`config.mk`:
```
export PLATFORM = sky130hd
export DESIGN_NAME = avl_mem_arbiter
export DESIGN_NICKNAME = d
export VERILOG_FILES = /design/src/rtl/avl_mem_arbiter.sv
export SDC_FILE = /design/constraint.sdc
export NUM_CORES = 1
export LEC_CHECK = 0
export ABC_CLOCK_PERIOD_IN_PS = 4650
export CAP_MARGIN = 20
export CORE_AREA = 8 8 119 121
export DETAILED_ROUTE_END_ITERATION = 6
export DIE_AREA = 0 0 127 129
export PLACE_DENSITY = 0.64
export REMOVE_ABC_BUFFERS = 1
export SLEW_MARGIN = 15
export SYNTH_ARGS = -nofsm -noshare
export SYNTH_HDL_FRONTEND = slang
export SYNTH_SLANG_ARGS = --single-unit
```
`constraint.sdc`:
```
create_clock -name clk -period 4.65 [get_ports clk]
set_input_delay 1.1625 -clock clk [delete_from_list [all_inputs] [get_ports clk]]
set_output_delay 1.1625 -clock clk [all_outputs]
set_load 0.005 [all_outputs]
```
`src/rtl/avl_mem_arbiter.sv`:
```
// rtl/avl_mem_arbiter.sv - two-master to one-slave Avalon-MM arbiter
// Round-robin grant with stall lock; read responses routed through an in-order id FIFO.
module avl_mem_arbiter #(
  parameter int AW      = 32,
  parameter int DW      = 32,
  parameter int MAX_OUT = 4
) (
  input  logic            clk,
  input  logic            rst,
  input  logic            m0_read,
  input  logic            m0_write,
  input  logic [AW-1:0]   m0_address,
  input  logic [DW/8-1:0] m0_byteenable,
  input  logic [DW-1:0]   m0_writedata,
  output logic            m0_waitrequest,
  output logic            m0_readdatavalid,
  output logic [DW-1:0]   m0_readdata,
  output logic [1:0]      m0_response,
  input  logic            m1_read,
  input  logic            m1_write,
  input  logic [AW-1:0]   m1_address,
  input  logic [DW/8-1:0] m1_byteenable,
  input  logic [DW-1:0]   m1_writedata,
  output logic            m1_waitrequest,
  output logic            m1_readdatavalid,
  output logic [DW-1:0]   m1_readdata,
  output logic [1:0]      m1_response,
  output logic            s_read,
  output logic            s_write,
  output logic [AW-1:0]   s_address,
  output logic [DW/8-1:0] s_byteenable,
  output logic [DW-1:0]   s_writedata,
  input  logic            s_waitrequest,
  input  logic            s_readdatavalid,
  input  logic [DW-1:0]   s_readdata,
  input  logic [1:0]      s_response,
  output logic            err_rsp
);

  localparam int PW = $clog2(MAX_OUT);
  localparam int CW = PW + 1;
  localparam logic [CW-1:0] FULL_CNT = CW'(MAX_OUT);

  logic               lock_q, lock_d;
  logic               lock_id_q, lock_id_d;
  logic               last_q, last_d;
  logic               err_q, err_d;
  logic [MAX_OUT-1:0] fifo_q, fifo_d;
  logic [PW-1:0]      wr_ptr_q, wr_ptr_d;
  logic [PW-1:0]      rd_ptr_q, rd_ptr_d;
  logic [CW-1:0]      count_q, count_d;

  logic full, m0_ok, m1_ok;
  logic gnt_vld, gnt;
  logic accept, push, pop, head;

  // A read is not eligible while the FIFO is full; writes always are.
  assign full  = (count_q == FULL_CNT);
  assign m0_ok = (m0_read | m0_write) & ~(m0_read & full);
  assign m1_ok = (m1_read | m1_write) & ~(m1_read & full);

  always_comb begin
    gnt_vld = 1'b0;
    gnt     = 1'b0;
    if (lock_q) begin
      gnt     = lock_id_q;
      gnt_vld = lock_id_q ? m1_ok : m0_ok;
    end else if (m0_ok && m1_ok) begin
      gnt_vld = 1'b1;
      gnt     = ~last_q;
    end else if (m0_ok) begin
      gnt_vld = 1'b1;
      gnt     = 1'b0;
    end else if (m1_ok) begin
      gnt_vld = 1'b1;
      gnt     = 1'b1;
    end
  end

  // Read wins when a master raises both strobes.
  assign s_read       = gnt_vld & (gnt ? m1_read : m0_read);
  assign s_write      = gnt_vld & (gnt ? (m1_write & ~m1_read) : (m0_write & ~m0_read));
  assign s_address    = (gnt_vld & gnt) ? m1_address    : m0_address;
  assign s_byteenable = (gnt_vld & gnt) ? m1_byteenable : m0_byteenable;
  assign s_writedata  = (gnt_vld & gnt) ? m1_writedata  : m0_writedata;

  assign accept         = gnt_vld & ~s_waitrequest;
  assign m0_waitrequest = ~(accept & ~gnt);
  assign m1_waitrequest = ~(accept & gnt);

  assign push = accept & s_read;
  assign pop  = s_readdatavalid & (count_q != '0);
  assign head = fifo_q[rd_ptr_q];

  assign m0_readdatavalid = pop & ~head;
  assign m1_readdatavalid = pop & head;
  assign m0_readdata      = s_readdata;
  assign m1_readdata      = s_readdata;
  assign m0_response      = s_response;
  assign m1_response      = s_response;
  assign err_rsp          = err_q;

  always_comb begin
    lock_d    = lock_q;
    lock_id_d = lock_id_q;
    last_d    = last_q;
    err_d     = err_q;
    fifo_d    = fifo_q;
    wr_ptr_d  = wr_ptr_q;
    rd_ptr_d  = rd_ptr_q;
    count_d   = count_q + CW'(push) - CW'(pop);
    if (gnt_vld && s_waitrequest) begin
      lock_d    = 1'b1;
      lock_id_d = gnt;
    end
    if (accept) begin
      lock_d = 1'b0;
      last_d = gnt;
    end
    if (push) begin
      fifo_d[wr_ptr_q] = gnt;
      wr_ptr_d         = wr_ptr_q + PW'(1);
    end
    if (pop) begin
      rd_ptr_d = rd_ptr_q + PW'(1);
    end
    if (s_readdatavalid && (count_q == '0)) begin
      err_d = 1'b1;
    end
  end

  always_ff @(posedge clk) begin
    if (rst) begin
      lock_q    <= 1'b0;
      lock_id_q <= 1'b0;
      last_q    <= 1'b1;
      err_q     <= 1'b0;
      fifo_q    <= '0;
      wr_ptr_q  <= '0;
      rd_ptr_q  <= '0;
      count_q   <= '0;
    end else begin
      lock_q    <= lock_d;
      lock_id_q <= lock_id_d;
      last_q    <= last_d;
      err_q     <= err_d;
      fifo_q    <= fifo_d;
      wr_ptr_q  <= wr_ptr_d;
      rd_ptr_q  <= rd_ptr_d;
      count_q   <= count_d;
    end
  end

endmodule
```
==> reports/qor.txt, run 1 <==
Gate power share = 0.699
# setup viols final = 0
Vias in the first global route = 2830
Status = complete, no violations
Worst EP arrival = 3.47 ns
Post-synth EDFFs = 0
Post-DP HPWL = 15.5 mm
Count of different cell masters after synthesis = 42
Max-Cap Viols = 0
R2r setup slk = 1.49 ns
Min cycle time layout = 4.63 ns
Core area = 0.0123 mm2
WHS Path Cells = 2
Synthesized instance count = 243
Final hold vios = 0
Design Area, Final = 0.00431 mm2
Ys async rst share = 0
Drt pass-1 iters = 4
Net Sw Frac = 0.314
Unrepaired setup endpoints after global routing = yes
Crit path launch type = input port
Root buf cell = clkbuf_16
Crit-path max cell delay = 0.49 ns
Flop pwr share = 0.156
Dpl ws = 0.00575 ns
FF-to-FF End = count_q[2]
CTS tree = built
Final Max Tran Viols = 0
Die height = 129 um
Total Die Area = 0.0164 mm2
Critical path data required time = 3.49 ns
Antenna diodes = 0
Mean Syn Cell Area = 9.32 um2
Initial DRC Count = 114
Hold Path Class = reg2reg
Period utilization = 0.996
Worst reg2reg startpoint = count_q[1]
Crit-path slowest cell = clkdlybuf4s50_1
CP Max Fanout = 38
Initial core utilization = 0.184
Slew HR = 0.703
Die span in x = 127 um
Wire per inst = 30.9 um
Crit path cell chain = clkdlybuf4s50_1 -> and4bb_1 -> nor3_4 -> o21a_1 -> nor2_4 -> buf_12 -> mux2_2 -> clkdlybuf4s50_1
Post-route ant nets = 0
Final Skew = 0.00193 ns
DRC errors left = 0
Clock Tree Buf Depth = 2
Yosys warning count = 0
Total congestion overflow = 0
Clock Sinks = 15
Routed length on met3 = 3.54 mm
Area delta synth->final = 90.1%
Num CTS Buffers = 3
Hold Buf Count CTS = 0
Synth Flop Type = dfxtp_1
FF-to-FF path depth = 14
Final WL = 17.0 mm
Critical path class = in2out
Clk Latency, worst-skew pair = 0.25 ns
Placed Area = 0.00418 mm2
Uppermost layer routed = met5
H-tree levels = 1
Start point of the worst hold path = fifo_q[1]
I/O Buffers = 218
Seq/Total Area, Yosys = 0.133
Pin count of the biggest net entering global routing = 39
Fillers = 1269
Leak pwr = 1.65 nW
WHS Endpoint = fifo_q[1]
CP endpoint kind = primary output
Via count = 2435
Fin worst setup slack = 0.0199 ns
Slew @ Worst Pin = 0.444 ns
First-pass GRT wire length = 22.9 mm
Share of total power in the clock network = 0.145
Int Power = 0.794 mW
Metal1 wirelength = 5.73 mm
Gr usage total = 0.201
Mapped cell area = 0.00227 mm2
Worst-path clk slew = 0.05 ns
Sw Pwr = 0.363 mW
Synth Register Bits = 15
Final Core Density = 0.350
Maximum vdd ir drop = 116 uV
DR vias/cell = 4.41
Top cell by count, worst path = clkdlybuf4s50_1
IO Count = 321
Layout cells sized above 1 = 0.189
DR WL met2 = 7.59 mm
Max frequency = 216 MHz
Power per cell area = 269 mW/mm2
Final GP Congestion = 0.915
Initial antenna violation count = 1
# nets final = 588
Num rows = 41
-- power by group through the flow --
stage,clock (mW),sequential [mW],combinational [mW]
2_1_floorplan,0,0.175,0.327
3_3_place_gp,0,0.180,0.779
3_5_place_dp,0,0.183,0.790
4_1_cts,0.172,0.180,0.798
5_1_grt,0.176,0.184,0.877
6_report,0.168,0.180,0.809
-- area by class of cell --
| type | count | area (um2) | area share |
|---|---|---|---|
| timing repair buffer | 231 | 2340 | 0.543 |
| clock buffer | 4 | 78.8 | 0.0183 |
| sequential | 15 | 300 | 0.0697 |
| tap | 150 | 188 | 0.0436 |
| multi-input combinational | 142 | 1370 | 0.317 |
| inverter | 10 | 37.5 | 0.00871 |
-- critical path: cells and delay by family --
family / cells / cell delay [ns]
simple gates: 3 / 0.48
compound gates: 1 / 0.21
mux: 1 / 0.38
buf+inv: 3 / 1.21
-- per-layer routing --
metal / vias up / GRT usage
met5: - / 0.0494
met4: 4 / 0.0210
met3: 9 / 0.185
met2: 260 / 0.330
met1: 1068 / 0.185
li1: 1094 / -
-- Yosys cell counts, drive strengths merged (3+ instances only) --
cell | number | area [um2]
o211ai | 5 | 37.5
nor2b | 4 | 25.0
nor2 | 11 | 43.8
ha | 6 | 75.1
xnor2 | 3 | 26.3
inv | 10 | 37.5
a21oi | 3 | 15.0
nand2 | 9 | 33.8
o21a | 3 | 23.8
mux2i | 5 | 50.1
buf | 75 | 564
nor3 | 3 | 31.3
mux2 | 69 | 777
dfxtp | 15 | 300
-- stage by stage --
stage	setup TNS (ns)	hold WS (ns)	total power, mW	instances
final	0	0.464	1.16	552
after global routing	-2.61	0.497	1.24	552
after CTS	0	0.466	1.15	550
after detailed placement	0	0.458	0.973	546
after global placement	0	0.453	0.960	546
after floorplan	-28.16	0.435	0.502	167
-- repair_timing --
item | CTS | global route
gates resized for setup | 1 | 2
cloned | 0 | 1
buffers inserted | 0 | 1
endpoints found under the setup margin | 1 | 55
-- cells in the final DEF (no fill, tap or decap), types with 2 or more instances in the layout --
master and instances:
a21oi_1 3, ha_1 6, xnor2_1 3, dfxtp_1 15, o21a_1 2, mux2_2 48
clkdlybuf4s50_1 215, o211ai_1 5, mux2i_1 5, nor2_1 10, mux2_1 21, buf_12 3
nor2b_1 4, buf_4 9, clkbuf_16 4, dlymetal6s2s_1 2, o21ai_0 2, nand2_1 9
inv_1 10
-- sequential cells by signal, indices dropped and copies added (netlist names) --
signal / count
rd_ptr_q: 2
fifo_q: 4
err_rsp: 1
lock_id_q: 1
wr_ptr_q: 2
lock_q: 1
count_q: 3
last_q: 1
-- cells by family after synthesis --
family	Yosys count	synth area share
buf+inv	86	0.267
flops	15	0.133
xor+xnor	4	0.0155
simple gates	35	0.0895
compound gates	21	0.0784
fa+ha+maj	7	0.0420
mux	75	0.375
-- worst max-delay path by stage --
stage          startpoint       endpoint  slack, ns  depth (start not counted)
5_1_grt           m0_read  s_address[29]      -0.08                          8
2_1_floorplan     m0_read   s_address[0]      -0.43                          5
3_3_place_gp      m0_read  s_address[30]      0.007                          8
4_1_cts           m0_read  s_address[22]       0.02                          8
6_report          m0_read   s_address[5]       0.02                          8
3_5_place_dp      m0_read  s_address[30]      0.006                          8
Power figures use the tool's default switching activity.
==> run 2: changes to the inputs <==
--- a/config.mk
+++ b/config.mk
@@ -5,13 +5,13 @@
 export SDC_FILE = /design/constraint.sdc
 export NUM_CORES = 1
 export LEC_CHECK = 0
-export ABC_CLOCK_PERIOD_IN_PS = 4650
+export ABC_CLOCK_PERIOD_IN_PS = 4500
 export CAP_MARGIN = 20
 export CORE_AREA = 8 8 119 121
 export DETAILED_ROUTE_END_ITERATION = 6
 export DIE_AREA = 0 0 127 129
+export GPL_TIMING_DRIVEN = 0
 export PLACE_DENSITY = 0.64
-export REMOVE_ABC_BUFFERS = 1
 export SLEW_MARGIN = 15
 export SYNTH_ARGS = -nofsm -noshare
 export SYNTH_HDL_FRONTEND = slang
==> constraint.sdc (replaced) <==
create_clock -name clk -period 4.5 [get_ports clk]
set_input_delay 1.125 -clock clk [delete_from_list [all_inputs] [get_ports clk]]
set_output_delay 1.125 -clock clk [all_outputs]
set_load 0.005 [all_outputs]
==> run 2 against run 1 <==
Effect of this change:
- register-to-register slack got worse by 0.31 ns
- sequential power is 3% higher
- via count up 15%
- critical path depth is the same
- final cell count is 25% higher
- utilization increased by 9.7 points
==> reports/qor.txt, run 2 (same netlist as run 1, synthesis figures left out) <==
Status = complete, no violations (unchanged)
CTS tree = built (unchanged)
Final Skew = 0.00202 ns (was 0.00193 ns)
Total congestion overflow = 0 (unchanged)
Fin worst setup slack = 0.0869 ns (was 0.0199 ns)
Post-route ant nets = 0 (unchanged)
DR vias/cell = 4.06 (was 4.41)
Worst EP arrival = 3.29 ns (was 3.47 ns)
Period utilization = 0.981
First-pass GRT wire length = 20.3 mm (was 22.9 mm)
Leak pwr = 2.27 nW (was 1.65 nW)
I/O Buffers = 286 (was 218)
FF-to-FF End = count_q[2] (unchanged)
Clock Tree Buf Depth = 2 (unchanged)
Critical path class = in2out (unchanged)
Min cycle time layout = 4.41 ns
Total Die Area = 0.0164 mm2 (unchanged)
Die span in x = 127 um (unchanged)
Largest regs = fifo_q x4, count_q x3 (unchanged)
Max frequency = 227 MHz
Crit path cell chain = clkdlybuf4s50_1 -> nor2_1 -> or2_4 -> nor2_4 -> buf_4 -> buf_4 -> mux2_2 -> clkdlybuf4s50_1 (was clkdlybuf4s50_1 -> and4bb_1 -> nor3_4 -> o21a_1 -> nor2_4 -> buf_12 -> mux2_2 -> clkdlybuf4s50_1)
Power per cell area = 238 mW/mm2 (was 269 mW/mm2)
Post-DP HPWL = 13.1 mm (was 15.5 mm)
Hold Buf Count CTS = 0 (unchanged)
WHS Endpoint = fifo_q[3] (was fifo_q[1])
Commonest non-fill, non-tap cell in the layout = clkdlybuf4s50_1 (unchanged)
H-tree levels = 1 (unchanged)
Die height = 129 um (unchanged)
Area delta synth->final = 143% (was 90.1%)
Wire per inst = 21.1 um (was 30.9 um)
Clk Latency, worst-skew pair = 0.24 ns (was 0.25 ns)
Most frequent cells in the layout = clkdlybuf4s50_1 (277), buf_4 (78), mux2_2 (53), mux2_1 (15), dfxtp_1 (15) (was clkdlybuf4s50_1 (215), mux2_2 (48), mux2_1 (21), dfxtp_1 (15))
Slew HR = 0.598 (was 0.703)
Final GP Congestion = 0.882 (was 0.915)
Vias in the first global route = 3045 (was 2830)
Synth Net Count = 428
Clock Sinks = 15 (unchanged)
Crit path launch type = input port (unchanged)
Hold Path Class = reg2reg (unchanged)
Dpl ws = -0.619 ns (was 0.00575 ns)
Maximum vdd ir drop = 158 uV (was 116 uV)
Worst-path clk slew = 0.05 ns (about the same)
WHS Path Cells = 2 (unchanged)
FF-to-FF path depth = 13 (was 14)
Worst reg2reg startpoint = count_q[1] (unchanged)
Final Max Tran Viols = 0 (unchanged)
Largest register FFs = 4 (unchanged)
Pin count of the biggest net entering global routing = 11 (was 39)
R2r setup slk = 1.18 ns (was 1.49 ns)
Num CTS Buffers = 3 (unchanged)
# setup viols final = 0 (unchanged)
Gr usage total = 0.163 (was 0.201)
Initial core utilization = 0.184 (unchanged)
Layout cells sized above 1 = 0.285 (was 0.189)
Reg with most FFs = fifo_q (unchanged)
Root buf cell = clkbuf_16 (unchanged)
Initial DRC Count = 71 (was 114)
CP endpoint kind = primary output (unchanged)
Core area = 0.0123 mm2 (unchanged)
Final hold vios = 0 (unchanged)
Start point of the worst hold path = fifo_q[3] (was fifo_q[1])
DRC errors left = 0 (unchanged)
Crit-path slowest cell = clkdlybuf4s50_1 (unchanged)
Drt pass-1 iters = 4 (unchanged)
IO Count = 321 (unchanged)
Slew @ Worst Pin = 0.596 ns (was 0.444 ns)
Via count = 2804 (was 2435)
Critical path data required time = 3.38 ns (was 3.49 ns)
Unrepaired setup endpoints after global routing = yes (unchanged)
Num rows = 41 (unchanged)
# nets final = 726 (was 588)
Initial antenna violation count = 1 (unchanged)
Max-Cap Viols = 0 (unchanged)
CP Max Fanout = 10 (was 38)
Setup tns final = 0 ns (unchanged)
Final WL = 14.6 mm (was 17.0 mm)
Crit-path max cell delay = 0.49 ns (about the same)
run 2: changes by cell type in the layout (fill, tap and decap cells not counted), sizes merged:
| cell | change |
|---|---|
| dlymetal6s2s | +3 |
| diode | +1 |
| clkdlybuf4s18 | +1 |
| dlygate4sd2 | +2 |
| buf | +70 |
| clkdlybuf4s50 | +62 |
run 2: final cells by class:
cell class | instances | area [um2]
Multi-Input combinational cell | 142 | 1390
Sequential cell | 15 | 300
Buffer | 76 | 582
Inverter | 10 | 37.5
Tap cell | 150 | 188
Clock buffer | 4 | 78.8
Antenna cell | 1 | 2.50
Timing Repair Buffer | 293 | 2920
Fill cell | 1200 | 6810
run 2: power by group:
| part | switching, mW | internal, mW | leakage, nW |
|---|---|---|---|
| combinational | 0.326 | 0.627 | 2.11 |
| sequential | 0.0279 | 0.158 | 0.123 |
| clock | 0.0517 | 0.120 | 0.0382 |
run 2: worst max-delay path by stage:
stage,from,endpoint
global placement,m0_read,s_writedata[28]
floorplan,m0_read,s_writedata[11]
finish,m1_write,s_address[16]
CTS,m0_read,s_writedata[25]
detailed placement,m0_read,s_writedata[26]
global route,m0_read,s_address[16]
run 2: routing by layer:
layer	global-route usage	wire length [um]
met1	0.190	5490
met3	0.0472	1410
met5	0	0
met2	0.294	7560
met4	0.0224	138
run 2: critical path: cells and delay by family:
kind | cells | cell delay (ns)
buffers and inverters | 4 | 1.30
muxes | 1 | 0.35
and+or+nand+nor | 3 | 0.50
run 2: per-stage QoR:
stage	std cells	hold WS (ns)	utilization	area, um2	power [mW]
after detailed placement	679	0.456	0.432	5320	1.12
final	691	0.464	0.447	5500	1.31
after global routing	691	0.496	0.447	5500	1.40
after global placement	679	0.451	0.432	5320	1.11
after CTS	690	0.463	0.445	5480	1.33
after floorplan	243	0.435	-	2270	0.584
run 2: repair_timing:
action                     CTS  global route
pin swaps                    3             2
setup endpoints to repair   68            39
setup buffers                7             0
resized for setup           21             8
==> run 3: changes to the inputs <==
--- a/config.mk
+++ b/config.mk
@@ -7,12 +7,12 @@
 export LEC_CHECK = 0
 export ABC_CLOCK_PERIOD_IN_PS = 4500
 export CAP_MARGIN = 20
-export CORE_AREA = 8 8 119 121
+export CORE_AREA = 3 3 124 126
+export CTS_CLUSTER_SIZE = 14
 export DETAILED_ROUTE_END_ITERATION = 6
 export DIE_AREA = 0 0 127 129
 export GPL_TIMING_DRIVEN = 0
-export PLACE_DENSITY = 0.64
-export SLEW_MARGIN = 15
+export PLACE_DENSITY = 0.56
 export SYNTH_ARGS = -nofsm -noshare
 export SYNTH_HDL_FRONTEND = slang
 export SYNTH_SLANG_ARGS = --single-unit
==> run 3 against run 2 <==
Effect of this change:
- highest routed layer unchanged
- utilization shrank 6.1 points
- final area grew 1.0%
- maximum frequency is essentially flat
- routed wire length shrank 15%
- register-to-register slack gained 0.02 ns
- final cell count grew 4.8%
- critical path depth is the same
- largest cell class unchanged
- clock skew shrank 0.0013 ns
- flip-flop and latch count is the same
==> reports/qor.txt, run 3 (same netlist as run 1, synthesis figures left out) <==
Area delta synth->final = 145% (was 143%)
Initial antenna violation count = 0 (was 1)
Num CTS Buffers = 3 (unchanged)
Reg with most FFs = fifo_q (unchanged)
Power per cell area = 234 mW/mm2 (was 238 mW/mm2)
Status = complete, no violations (unchanged)
Gr usage total = 0.134 (was 0.163)
Crit path launch type = input port (unchanged)
Synth Net Count = 428 (unchanged)
Multi-input gate area = 0.00139 mm2 (unchanged)
Max frequency = 226 MHz (was 227 MHz)
Core area = 0.0144 mm2 (was 0.0123 mm2)
First-pass GRT wire length = 17.0 mm (was 20.3 mm)
Clock Sinks = 15 (unchanged)
Final hold vios = 0 (unchanged)
H-tree levels = 1 (unchanged)
Initial DRC Count = 36 (was 71)
Die span in x = 127 um (unchanged)
Max-Cap Viols = 0 (unchanged)
DRC errors left = 0 (unchanged)
CP endpoint kind = primary output (unchanged)
CTS tree = built (unchanged)
Post-DP HPWL = 11.0 mm (was 13.1 mm)
WHS Path Cells = 2 (unchanged)
Critical path data required time = 3.38 ns (about the same)
Unrepaired setup endpoints after global routing = no (was yes)
# nets final = 726 (unchanged)
Min cycle time layout = 4.42 ns (was 4.41 ns)
Critical path class = in2out (unchanged)
Slew @ Worst Pin = 0.682 ns (was 0.596 ns)
Start point of the worst hold path = fifo_q[3] (unchanged)
Root buf cell = clkbuf_16 (unchanged)
Total congestion overflow = 0 (unchanged)
Vias in the first global route = 2855 (was 3045)
IO Count = 321 (unchanged)
Sequential cell area = 300 um2 (unchanged)
Final Core Density = 0.385 (was 0.447)
Period utilization = 0.982 (was 0.981)
Via count = 2784 (was 2804)
Slew HR = 0.540 (was 0.598)
Hold Path Class = reg2reg (unchanged)
CP Max Fanout = 10 (unchanged)
Die height = 129 um (unchanged)
Most frequent cells in the layout = clkdlybuf4s50_1 (267), buf_4 (73), mux2_2 (48), mux2_1 (20), dfxtp_1 (15) (was clkdlybuf4s50_1 (277), buf_4 (78), mux2_2 (53), mux2_1 (15), dfxtp_1 (15))
FF-to-FF End = count_q[2] (unchanged)
Clk Latency, worst-skew pair = 0.24 ns (about the same)
I/O Buffers = 286 (unchanged)
DR vias/cell = 3.85 (was 4.06)
Worst EP arrival = 3.29 ns (about the same)
Final Skew = 0.000722 ns (was 0.00202 ns)
# setup viols final = 0 (unchanged)
Pin count of the biggest net entering global routing = 11 (unchanged)
FF-to-FF path depth = 13 (unchanged)
Clock Tree Buf Depth = 2 (unchanged)
Num rows = 44 (was 41)
Post-route ant nets = 0 (unchanged)
Worst reg2reg startpoint = count_q[1] (unchanged)
Final GP Congestion = 0.809 (was 0.882)
Design Area, Final = 0.00556 mm2 (was 0.00550 mm2)
Final Max Tran Viols = 0 (unchanged)
Drt pass-1 iters = 4 (unchanged)
Largest register FFs = 4 (unchanged)
WHS Endpoint = fifo_q[3] (unchanged)
Hold Buf Count CTS = 0 (unchanged)
Final WL = 12.5 mm (was 14.6 mm)
Maximum vdd ir drop = 175 uV (was 158 uV)
Placed Area = 0.00536 mm2 (was 0.00532 mm2)
Total Die Area = 0.0164 mm2 (unchanged)
Initial core utilization = 0.157 (was 0.184)
Largest regs = fifo_q x4, count_q x3 (unchanged)
Leak pwr = 2.30 nW (was 2.27 nW)
Antenna diodes = 0 (was 1)
R2r setup slk = 1.20 ns (was 1.18 ns)
Fillers = 1471 (was 1200)
Layout cells sized above 1 = 0.276 (was 0.285)
Commonest non-fill, non-tap cell in the layout = clkdlybuf4s50_1 (unchanged)
Wire per inst = 17.2 um (was 21.1 um)
Worst-path clk slew = 0.05 ns (about the same)
run 3: how the worst max path moves through the flow:
stage               startpoint               to  slack [ns]  cells past startpoint
global route          m1_write  s_writedata[13]     0.00009                      8
global placement       m0_read  s_writedata[16]       -0.62                      9
floorplan              m0_read  s_writedata[11]        0.94                      7
CTS                    m0_read  s_writedata[16]       0.006                      9
detailed placement     m0_read  s_writedata[16]       -0.64                      9
finish                m1_write  s_writedata[26]        0.08                      8
run 3: critical path, cell delays in order:
cell and delay, ns:
clkdlybuf4s50_1 0.49, nor2_1 0.06, or2_4 0.27, nor2_4 0.22, buf_8 0.15, buf_6 0.15
mux2_1 0.35, clkdlybuf4s50_1 0.48
run 3: where the power goes:
part           total (mW)  switching [mW]  internal [mW]
sequential          0.186          0.0275          0.158
clock               0.173          0.0532          0.120
combinational       0.943           0.317          0.625
run 3: per-stage QoR:
stage	power (mW)	worst slack, ns	setup TNS, ns	hold WS (ns)	std cells
global route	1.39	0.0000893	0	0.481	724
CTS	1.32	0.00607	0	0.464	724
floorplan	0.584	0.945	0	0.435	243
finish	1.30	0.0828	0	0.459	724
global placement	1.10	-0.621	-33.64	0.452	713
detailed placement	1.10	-0.639	-35.69	0.457	713
run 3: layout make-up:
type	count	share of cell area
Timing Repair Buffer	293	0.527
Inverter	10	0.00676
Sequential cell	15	0.0541
Buffer	76	0.107
Multi-Input combinational cell	142	0.249
Clock buffer	4	0.0142
Tap cell	184	0.0414
run 3: metal layers:
layer / track usage / up-vias / part of all wire
met3: 0.0399 / 8 / 0.085
met2: 0.233 / 128 / 0.50
met1: 0.167 / 1278 / 0.40
li1: - / 1370 / -
met5: 0 / - / 0
met4: 0.0208 / 0 / 0.011
run 3: what timing repair did:
item / in CTS / in global routing
resized for setup: 28 / 12
gates cloned: 0 / 0
pin swaps: 3 / 1
setup buffers: 7 / 0
setup endpoints to repair: 68 / 38
